File: config.mk
export PLATFORM = sky130hd
export DESIGN_NAME = multicycle_ctrl
export DESIGN_NICKNAME = d
export VERILOG_FILES = /design/src/rtl/multicycle_ctrl.sv
export SDC_FILE = /design/constraint.sdc
export NUM_CORES = 1
export LEC_CHECK = 0
export ABC_AREA = 1
export ABC_CLOCK_PERIOD_IN_PS = 1500
export BUFFER_PORTS_ARGS = -buffer_cell sky130_fd_sc_hd__buf_2
export CORE_MARGIN = 2
export CORE_UTILIZATION = 37
export DETAILED_ROUTE_END_ITERATION = 8
export PLACE_DENSITY = 0.76
export SYNTH_ARGS = -nofsm -noshare
export SYNTH_HDL_FRONTEND = slang
export SYNTH_SLANG_ARGS = --single-unit
File: constraint.sdc
create_clock -name clk -period 1.5 [get_ports clk]
set_input_delay 0.225 -clock clk [delete_from_list [all_inputs] [get_ports clk]]
set_output_delay 0.225 -clock clk [all_outputs]
set_load 0.005 [all_outputs]
File: src/rtl/multicycle_ctrl.sv
// Multi-cycle sequencer for the RV32I datapath: FETCH -> DECODE -> EXECUTE -> [MEM] -> [WB].
// Handshakes with wait-state instruction/data memories, traps on a data-memory timeout.
// Optional performance counters are built only when PERF_CNT_EN is defined.
module multicycle_ctrl #(
  parameter int unsigned MEM_TIMEOUT = 16,
  parameter int unsigned CNT_W       = 32
) (
  input  logic             clk,
  input  logic             rst,
  output logic             imem_req,
  input  logic             imem_ready,
  input  logic             dec_write_reg,
  input  logic             dec_write_mem,
  input  logic             dec_mem_to_reg,
  output logic             ir_we,
  output logic             dmem_req,
  output logic             dmem_we,
  input  logic             dmem_ready,
  output logic             rf_we,
  output logic             pc_we,
  output logic             retire,
  output logic             trap,
  output logic [2:0]       state,
  output logic [CNT_W-1:0] retired_cnt,
  output logic [CNT_W-1:0] cycle_cnt
);

  typedef enum logic [2:0] {
    StFetch   = 3'd0,
    StDecode  = 3'd1,
    StExecute = 3'd2,
    StMem     = 3'd3,
    StWb      = 3'd4,
    StTrap    = 3'd5
  } state_e;

  localparam int unsigned TmoW = (MEM_TIMEOUT > 1) ? $clog2(MEM_TIMEOUT + 1) : 1;
  // Count value seen during the last permitted MEM cycle
  localparam logic [TmoW-1:0] TmoLast = TmoW'(MEM_TIMEOUT - 1);

  state_e          state_q;
  logic            f_write_reg;
  logic            f_write_mem;
  logic            f_mem_to_reg;
  logic [TmoW-1:0] tmo_cnt;
  logic            trap_q;

  // FSM state, latched decoder flags, MEM timeout counter and sticky trap
  always_ff @(posedge clk) begin
    if (rst) begin
      state_q      <= StFetch;
      f_write_reg  <= 1'b0;
      f_write_mem  <= 1'b0;
      f_mem_to_reg <= 1'b0;
      tmo_cnt      <= '0;
      trap_q       <= 1'b0;
    end else begin
      case (state_q)
        StFetch: begin
          if (imem_ready) state_q <= StDecode;
        end
        StDecode: begin
          f_write_reg  <= dec_write_reg;
          f_write_mem  <= dec_write_mem;
          f_mem_to_reg <= dec_mem_to_reg;
          state_q      <= StExecute;
        end
        StExecute: begin
          if (f_write_mem || f_mem_to_reg) begin
            state_q <= StMem;
            tmo_cnt <= '0;
          end else if (f_write_reg) begin
            state_q <= StWb;
          end else begin
            state_q <= StFetch;
          end
        end
        StMem: begin
          if (dmem_ready) begin
            // Store takes priority over load when both flags are set
            state_q <= f_write_mem ? StFetch : StWb;
          end else if ((MEM_TIMEOUT != 0) && (tmo_cnt == TmoLast)) begin
            state_q <= StTrap;
            trap_q  <= 1'b1;
          end else begin
            tmo_cnt <= tmo_cnt + TmoW'(1);
          end
        end
        StWb:    state_q <= StFetch;
        StTrap:  state_q <= StTrap;
        default: state_q <= StFetch;
      endcase
    end
  end

  // Strobes decoded from state and memory handshakes; all held low during reset
  always_comb begin
    imem_req = 1'b0;
    ir_we    = 1'b0;
    dmem_req = 1'b0;
    dmem_we  = 1'b0;
    rf_we    = 1'b0;
    pc_we    = 1'b0;
    retire   = 1'b0;
    if (!rst) begin
      case (state_q)
        StFetch: begin
          imem_req = 1'b1;
          ir_we    = imem_ready;
        end
        StExecute: begin
          if (!f_write_mem && !f_mem_to_reg && !f_write_reg) begin
            pc_we  = 1'b1;
            retire = 1'b1;
          end
        end
        StMem: begin
          dmem_req = 1'b1;
          dmem_we  = f_write_mem;
          if (dmem_ready && f_write_mem) begin
            pc_we  = 1'b1;
            retire = 1'b1;
          end
        end
        StWb: begin
          rf_we  = 1'b1;
          pc_we  = 1'b1;
          retire = 1'b1;
        end
        default: ;
      endcase
    end
  end

  assign trap  = trap_q;
  assign state = state_q;

`ifdef PERF_CNT_EN
  logic [CNT_W-1:0] cycle_q;
  logic [CNT_W-1:0] retired_q;

  // Free-running cycle counter and retired-instruction counter, both wrapping
  always_ff @(posedge clk) begin
    if (rst) begin
      cycle_q   <= '0;
      retired_q <= '0;
    end else begin
      cycle_q <= cycle_q + CNT_W'(1);
      if (retire) retired_q <= retired_q + CNT_W'(1);
    end
  end

  assign cycle_cnt   = cycle_q;
  assign retired_cnt = retired_q;
`else
  assign cycle_cnt   = '0;
  assign retired_cnt = '0;
`endif

endmodule
**Yosys cells after proc, flatten, opt, wreduce, memory -nomap -nowiden**

Index checks and enable logic that the tools add are counted.

- Add/subtract/negate cells: 1
- Eq/ne operators: 11
- Mux-type cells: 25
- Bitwise operators: 1
- Reductions and logical operators: 12

Operators by type and width:

| kind | count |
|---|---|
| 3-bit two-way mux | 6 |
| 5-bit two-way mux | 3 |
| 3-bit one-hot mux with 5 select lines | 1 |
| 1-bit two-way mux | 13 |
| 5-bit one-hot mux with 2 select lines | 1 |
| 2-bit != test, second input constant | 4 |
| 3-bit by 2-bit == test with 1-bit output, second input constant | 2 |
| 3-bit == test, second input constant | 2 |
| 5-bit by 1-bit adder with 5-bit output, second input constant | 1 |
| 5-bit by 4-bit == test with 1-bit output, second input constant | 1 |
| 4-bit AND reduction | 1 |
| 3-bit by 1-bit == test with 1-bit output, second input constant | 1 |
| 1-bit logical AND | 3 |
| 1-bit zero test | 3 |
| 3-bit zero test | 1 |
| 3-bit != test, second input constant | 1 |
| 1-bit one-hot mux with 3 select lines | 1 |
| 3-bit AND reduction | 1 |
| 2-bit AND reduction | 1 |
| 2-bit nonzero test | 1 |
| 1-bit logical OR | 1 |
| 1-bit inverter | 1 |

- Register bits: 12
- Bits of input ports: 7
- Output and inout port bits: 75
- Word-level logic and storage cells: 56

**Longest topological paths before layout**

Gate-level depths: netlist of run 1.

- Depth in word-level cells: 6
- Depth in mapped cells: 10
- Gate-level depth less buffers: 10

**Least setup slack after synthesis of run 1**

Ideal clock, no wire load.

- Kind: reg-to-reg
- Start: register tmo_cnt[0]
- End: register tmo_cnt[3]
- Library setup time: 0.113 ns
- Data arrival time: 1.332 ns
- Data required time: 1.387 ns
- Setup slack: 0.055 ns
- Cell stages (with the launch flop): 11
- Clock period less this slack: 1.445 ns
- Cell sequence: dfxtp_1 ha_1 nand2_1 nor2_1 ha_1 nor2_1 nand2_4 nand2_4 nand3_1 nand2_1 nor2_1

- Cells in the longest elaborated chain, start to end: 4
- Elaborated cells on any way between the ends: 7

Ends and longest elaborated chain:

| element | RTL line | RTL |
|---|---|---|
| start, declared | 45 | `logic [TmoW-1:0] tmo_cnt;` |
| start signal, assigned | 86 | `tmo_cnt <= tmo_cnt + TmoW'(1);` |
| 5-bit by 1-bit adder with 5-bit output | 86 |  |
| 5-bit two-way mux | 82 | `end else if ((MEM_TIMEOUT != 0) && (tmo_cnt == TmoLast)) begin` |
| 5-bit two-way mux | 79 | `if (dmem_ready) begin` |
| 5-bit one-hot mux with 2 select lines | 58 | `case (state_q)` |

Parallel ways exist; a longest one is shown, timed or not. The select of a mux whose other input is x is not followed.
A chain may end at the register's enable or synchronous reset.

**Worst setup path after layout of run 1**

- Start: register state_q[1], in the netlist state[1]
- End: output retire

- Cells in the longest elaborated chain, start to end: 3
- Elaborated cells on any way between the ends: 5

Ends and longest elaborated chain:

| element | RTL line | RTL |
|---|---|---|
| start, declared | 41 | `state_e state_q;` |
| start signal, assigned | 51 | `state_q <= StFetch;` |
| start signal, assigned | 60 | `if (imem_ready) state_q <= StDecode;` |
| start signal, assigned | 66 | `state_q <= StExecute;` |
| 3-bit == test or 3-bit by 2-bit == test with 1-bit output (tied branches) | 106 | `case (state_q)` |
| 1-bit one-hot mux with 3 select lines (*) | 106 |  |
| 1-bit two-way mux (*) | 105 | `if (!rst) begin` |
| end, declared | 21 | `output logic retire,` |

Every way passes the cells marked *; elsewhere a longest branch is shown, timed or not.

==> results.json, run 1 <==
{
  "fin_crit_sh_pct": 100.5,
  "maxSlewViolCount": 0,
  "fin_crit_ns": 1.508,
  "maxCapViolations": 0,
  "reg2reg_from": "tmo_cnt[0]",
  "root_buffer": "clkbuf_4",
  "final.fill_count": 334,
  "synth.cell_area_um2": 1195,
  "wl_met2_um": 894,
  "final_util_pct": 40.49,
  "leakage_uw": 0.0006624,
  "cts_buffers": 3,
  "insertion_delay_ns": 0.27,
  "min_from": "dec_mem_to_reg",
  "num_io_pins": 82,
  "r2r-end": "tmo_cnt[2]",
  "rrSetupSlack_ns": 0.07,
  "holdPathEnd": "f_mem_to_reg",
  "holdBufCountCts": 0,
  "antenna_left": 0,
  "synth_cell_types": 28,
  "whs_path_depth": 3,
  "htree_levels": 1,
  "fmax_ghz": 0.6631,
  "worstPathMaxFanout": 5,
  "fin_skew_ns": 0.001157,
  "final_cell_mix": "conb_1 (64), buf_2 (17), nand2_1 (14)",
  "drt-wirelength-per-cell_um": 8.476,
  "area_delta_synth_final_pct": 3.456,
  "num_rows": 20,
  "finalHoldViolations": 0,
  "netlist_instances": 164,
  "synth-seq-cells": 12,
  "arrival_ns": 1.28,
  "ir_drop_uv": 329.6,
  "crit_required_ns": 1.27,
  "grt_usage_pct": 10.21,
  "violations": "setup timing",
  "initial_core_util_pct": 39.14,
  "num_vias": 873,
  "drt-total-wl_mm": 1.975,
  "grt_pass1_vias": 669,
  "drc": 0,
  "final.setup.worst_slack_ns": -0.007990,
  "clkTransAtPathRegs_ns": 0.07,
  "largest_register_ffs": 5,
  "grt_pass1_wl_mm": 2.787,
  "diodes": 0,
  "dp_hpwl_mm": 1.577,
  "final_nets": 199,
  "drive_gt1_share_pct": 28.57,
  "crit_path_end_kind": "primary output",
  "highest_layer": "met4",
  "drtIter0Drc": 41,
  "dp_slack_ns": -0.03177,
  "regMostFlops": "tmo_cnt",
  "die_w_um": 60.83,
  "met3_length_um": 174,
  "ys.warnings.count": 0,
  "grt_overflow": 0,
  "status": "finished with violations",
  "layout_commonest_cell": "conb_1",
  "rsz0062_at_grt": "true",
  "clock-sinks": 12,
  "synth.yosys.seq_area_share_pct": 20.10,
  "crit_path_start_kind": "register",
  "dr.pass1.iters": 4,
  "hold_class": "in -> reg",
  "avgViaCountPerCell": 3.747,
  "p_per_area_nw_per_um2": 1150,
  "tritoncts": "yes",
  "rr_worst_depth": 9,
  "syn_area_per_cell_um2": 7.286,
  "portBuffers": 17,
  "grt_max_degree": 11,
  "core-area_um2": 3053,
  "criticalPathCategory": "reg -> out",
  "clockBufferDepth": 2,
  "routabilityCongestion": 0.7779,
  "wl_met1_um": 868,
  "setup_violations": 2,
  "antenna_found_initial": 0,
  "dieArea_um2": 3700,
  "dieHeight_um": 60.83
}
[per-stage QoR]
stage          cells  hold WS [ns]  instance area, um2  total power (uW)  TNS [ns]
2_1_floorplan    227        0.4158                1431             995.0         0
3_3_place_gp     228        0.4390                1125              1069         0
3_5_place_dp     228        0.4446                1125              1079  -0.08193
4_1_cts          232        0.2155                1189              1387  -0.02482
5_1_grt          233        0.2315                1236              1550   -0.2892
6_report         233        0.2252                1236              1421  -0.01521
[report_power, final]
part	internal [uW]	total (uW)	switching, uW
Sequential	409	486	77.3
Combinational	262	677	415
Clock	148	258	110
Total	819	1420	602
[cell usage after synthesis (all sizes together)]
library cell / n / share of area [%]
a22oi: 2 / 1.3
o21a: 2 / 1.3
nor2: 15 / 6.3
nor4: 1 / 0.52
nor3b: 1 / 0.63
dfxtp: 12 / 20
nand2: 20 / 8.0
a21oi: 7 / 3.2
buf: 65 / 41
nand4: 1 / 0.52
a31oi: 2 / 1.0
o21ai: 7 / 3.2
clkbuf: 1 / 0.31
conb: 1 / 0.31
nor3: 2 / 0.84
ha: 2 / 2.1
nand3: 8 / 4.8
inv: 15 / 4.7
[worst max-delay path by stage]
stage	from	endpoint	slack, ns	depth (start not counted)
after global placement	tmo_cnt[0]	tmo_cnt[3]	0.02	10
after detailed placement	tmo_cnt[0]	tmo_cnt[3]	-0.03	10
after global routing	state[1]	retire	-0.09	7
final	state[1]	retire	-0.008	7
after floorplan	tmo_cnt[0]	tmo_cnt[3]	0.05	10
after CTS	state[1]	retire	-0.01	7
[final cells by class]
cell class              count  area, um2  area share (%)
well taps                  44      55.05           4.453
flip-flops and latches     12      254.0           20.55
multi-input cells         134      694.4           56.17
clock buffers               4      36.28           2.935
inverters                  15      58.81           4.757
repair buffers             24      137.6           11.13
[routing by layer]
layer | GRT usage [%] | vias up
met1 | 13.08 | 380
li1 | - | 439
met5 | 0 | -
met2 | 15.82 | 50
met4 | 6.522 | 0
met3 | 1.706 | 4
[cell families after synthesis]
family / share of synthesized area, %
fa+ha+maj: 2.094
compound gates: 10.05
buf+inv: 45.86
simple gates: 21.57
other cells: 0.3138
flops: 20.10
[critical path: stages (launching register included)]
cell and delay, ns:
dfxtp_4 0.39, inv_4 0.05, nor2_4 0.08, nand2_2 0.05, nor2_1 0.08, nand2_1 0.08
a21oi_2 0.14, buf_2 0.13
[what timing repair did]
item                                    CTS  global route
endpoints found under the setup margin   10            10
pin swaps                                 1             7
setup buffers                             0             1
gates resized for setup                  12            10
(Power assumes the default switching activity.)
==> run 2: changes to the inputs <==
Settings changed: CORE_UTILIZATION 37 to 30, PLACE_DENSITY 0.76 to default.
==> run 2 against run 1 <==
Register-to-register slack about the same; final cell count increased by 4.3%; maximum frequency decreased by 0.29%; core utilization decreased by 6.6 points; power increased by 7.4%; non-clock buffer count increased by 7; clock power increased by 18%; the flow still finishes with violations (setup timing); via count increased by 4.4%; clock-buffer cell count decreased by 1; worst hold slack improved by 0.030 ns; highest routed layer unchanged.
==> results.json, run 2 (synthesis results as in run 1) <==
{
  "layout_commonest_cell": "conb_1",
  "ir_drop_uv": 702.9,
  "drt-total-wl_mm": 2.105,
  "core-area_um2": 3744,
  "fin_crit_ns": 1.512,
  "p_sw_uw": 621.2,
  "clkPwrFrac_pct": 20.0,
  "cpPeakStageDelay_ns": 0.38,
  "crit_required_ns": 1.27,
  "whs_path_depth": 3,
  "final.fill_count": 414,
  "regMostFlops": "tmo_cnt",
  "worstPathMaxFanout": 5,
  "root_buffer": "clkbuf_8",
  "grt_pass1_wl_mm": 3.160,
  "drt-wirelength-per-cell_um": 8.663,
  "crit_path_end_kind": "primary output",
  "rsz0062_at_grt": "true",
  "insertion_delay_ns": 0.25,
  "dr.pass1.iters": 4,
  "fin_crit_sh_pct": 100.8,
  "hold_class": "in -> reg",
  "clockBufferDepth": 2,
  "dieArea_um2": 4504,
  "holdBufCountCts": 0,
  "cts_buffers": 3,
  "clkTransAtPathRegs_ns": 0.06,
  "avgViaCountPerCell": 3.749,
  "final_util_pct": 33.89,
  "placed_cell_area_um2": 1152,
  "maxSlewViolCount": 0,
  "crit_path_start_kind": "register",
  "final_nets": 206,
  "drtIter0Drc": 15,
  "fin_area_um2": 1269,
  "dp_hpwl_mm": 1.678,
  "grt_max_degree": 11,
  "slowest_stage": "dfxtp_4",
  "final_cell_mix": "conb_1 (64), buf_2 (17), nand2_1 (14), buf_4 (14), inv_1 (13)",
  "grt_overflow": 0,
  "holdPathEnd": "f_mem_to_reg",
  "routabilityCongestion": 0.8633,
  "num_vias": 911,
  "fin_skew_ns": 0.007257,
  "die_w_um": 67.11,
  "drc": 0,
  "area_delta_synth_final_pct": 6.178,
  "rrSetupSlack_ns": 0.08,
  "antenna_found_initial": 0,
  "cp.buffers_inverters": 2,
  "critPathTopFamily": "flip-flops",
  "portBuffers": 17,
  "htree_levels": 1,
  "final.setup.worst_slack_ns": -0.01236,
  "num_rows": 22,
  "swShare_pct": 40.69,
  "fmax_ghz": 0.6612,
  "diodes": 0,
  "drive_gt1_share_pct": 29.23,
  "maxCapViolations": 0,
  "rr_worst_depth": 9,
  "dieHeight_um": 67.11,
  "min_from": "dec_mem_to_reg",
  "multi_input_area_um2": 669.4,
  "finalHoldViolations": 0,
  "num_io_pins": 82,
  "violations": "setup timing",
  "tritoncts": "yes",
  "p_per_area_nw_per_um2": 1203,
  "largest_register_ffs": 5,
  "grt_usage_pct": 9.654,
  "criticalPathCategory": "reg -> out",
  "setup_violations": 3,
  "arrival_ns": 1.29,
  "initial_core_util_pct": 31.92,
  "seqCellArea_um2": 249.0,
  "path_cells": "inv_4 > nor2_4 > nand2_2 > nor2_1 > nand2_1 > a21oi_2 > buf_2",
  "grt_pass1_vias": 700,
  "status": "finished with violations",
  "antenna_left": 0,
  "p_int_uw": 905.6,
  "leakage_uw": 0.0006956,
  "power_frac_seq_pct": 31.6,
  "p_comb_share_pct": 48.4,
  "reg2reg_from": "tmo_cnt[1]",
  "cp-startpoint": "state[1]",
  "clock-sinks": 12,
  "r2r-end": "state[2]"
}
run 2: changes by cell type in the layout (fill, tap and decap cells not counted), sizes merged:
cell	change
buf	+7
clkbuf	-1
run 2: worst max path at each step:
stage | to | cells after the start
detailed placement | tmo_cnt[3] | 10
finish | retire | 7
floorplan | tmo_cnt[3] | 10
global placement | tmo_cnt[3] | 10
global route | pc_we | 7
CTS | retire | 7
run 2: cell type report:
type | count | share of cell area, %
Clock buffer | 3 | 3.254
Sequential cell | 12 | 19.63
Inverter | 15 | 4.635
Timing Repair Buffer | 31 | 14.99
Tap cell | 48 | 4.734
Multi-Input combinational cell | 134 | 52.76
run 2: timing repair:
| action | 4_1_cts | 5_1_grt |
|---|---|---|
| setup endpoints to repair | 7 | 10 |
| pin swaps | 1 | 7 |
| buffers inserted | 2 | 3 |
| resized for setup | 6 | 9 |
run 2: per-layer routing:
metal / global-route usage [%] / up-vias / part of all wire, %
li1: - / 456 / -
met3: 3.209 / 6 / 8.9
met4: 4.592 / 0 / 2.3
met2: 14.36 / 52 / 46
met1: 12.46 / 397 / 43
met5: 0 / - / 0
run 2: per-stage QoR:
| step | setup TNS (ns) | setup WS (ns) | instances | hold WS, ns | power [uW] |
|---|---|---|---|---|---|
| floorplan | 0 | 0.05459 | 227 | 0.4158 | 995.0 |
| global placement | 0 | 0.01912 | 235 | 0.4401 | 1134 |
| detailed placement | -0.03132 | -0.01750 | 235 | 0.4460 | 1134 |
| CTS | -0.04574 | -0.02329 | 240 | 0.2521 | 1486 |
| global route | -0.3734 | -0.1110 | 243 | 0.2862 | 1665 |
| finish | -0.02571 | -0.01236 | 243 | 0.2550 | 1527 |
run 2: power groups by stage:
stage / registers (uW) / clock network (uW) / logic (uW)
2_1_floorplan: 464 / 0 / 531
3_3_place_gp: 472 / 0 / 662
3_5_place_dp: 473 / 0 / 661
4_1_cts: 476 / 316 / 694
5_1_grt: 495 / 330 / 840
6_report: 483 / 305 / 738
run 2: worst min-delay path: cells and delay by family:
family          cells  cell delay, ns
buf+inv             1            0.07
compound gates      2            0.17
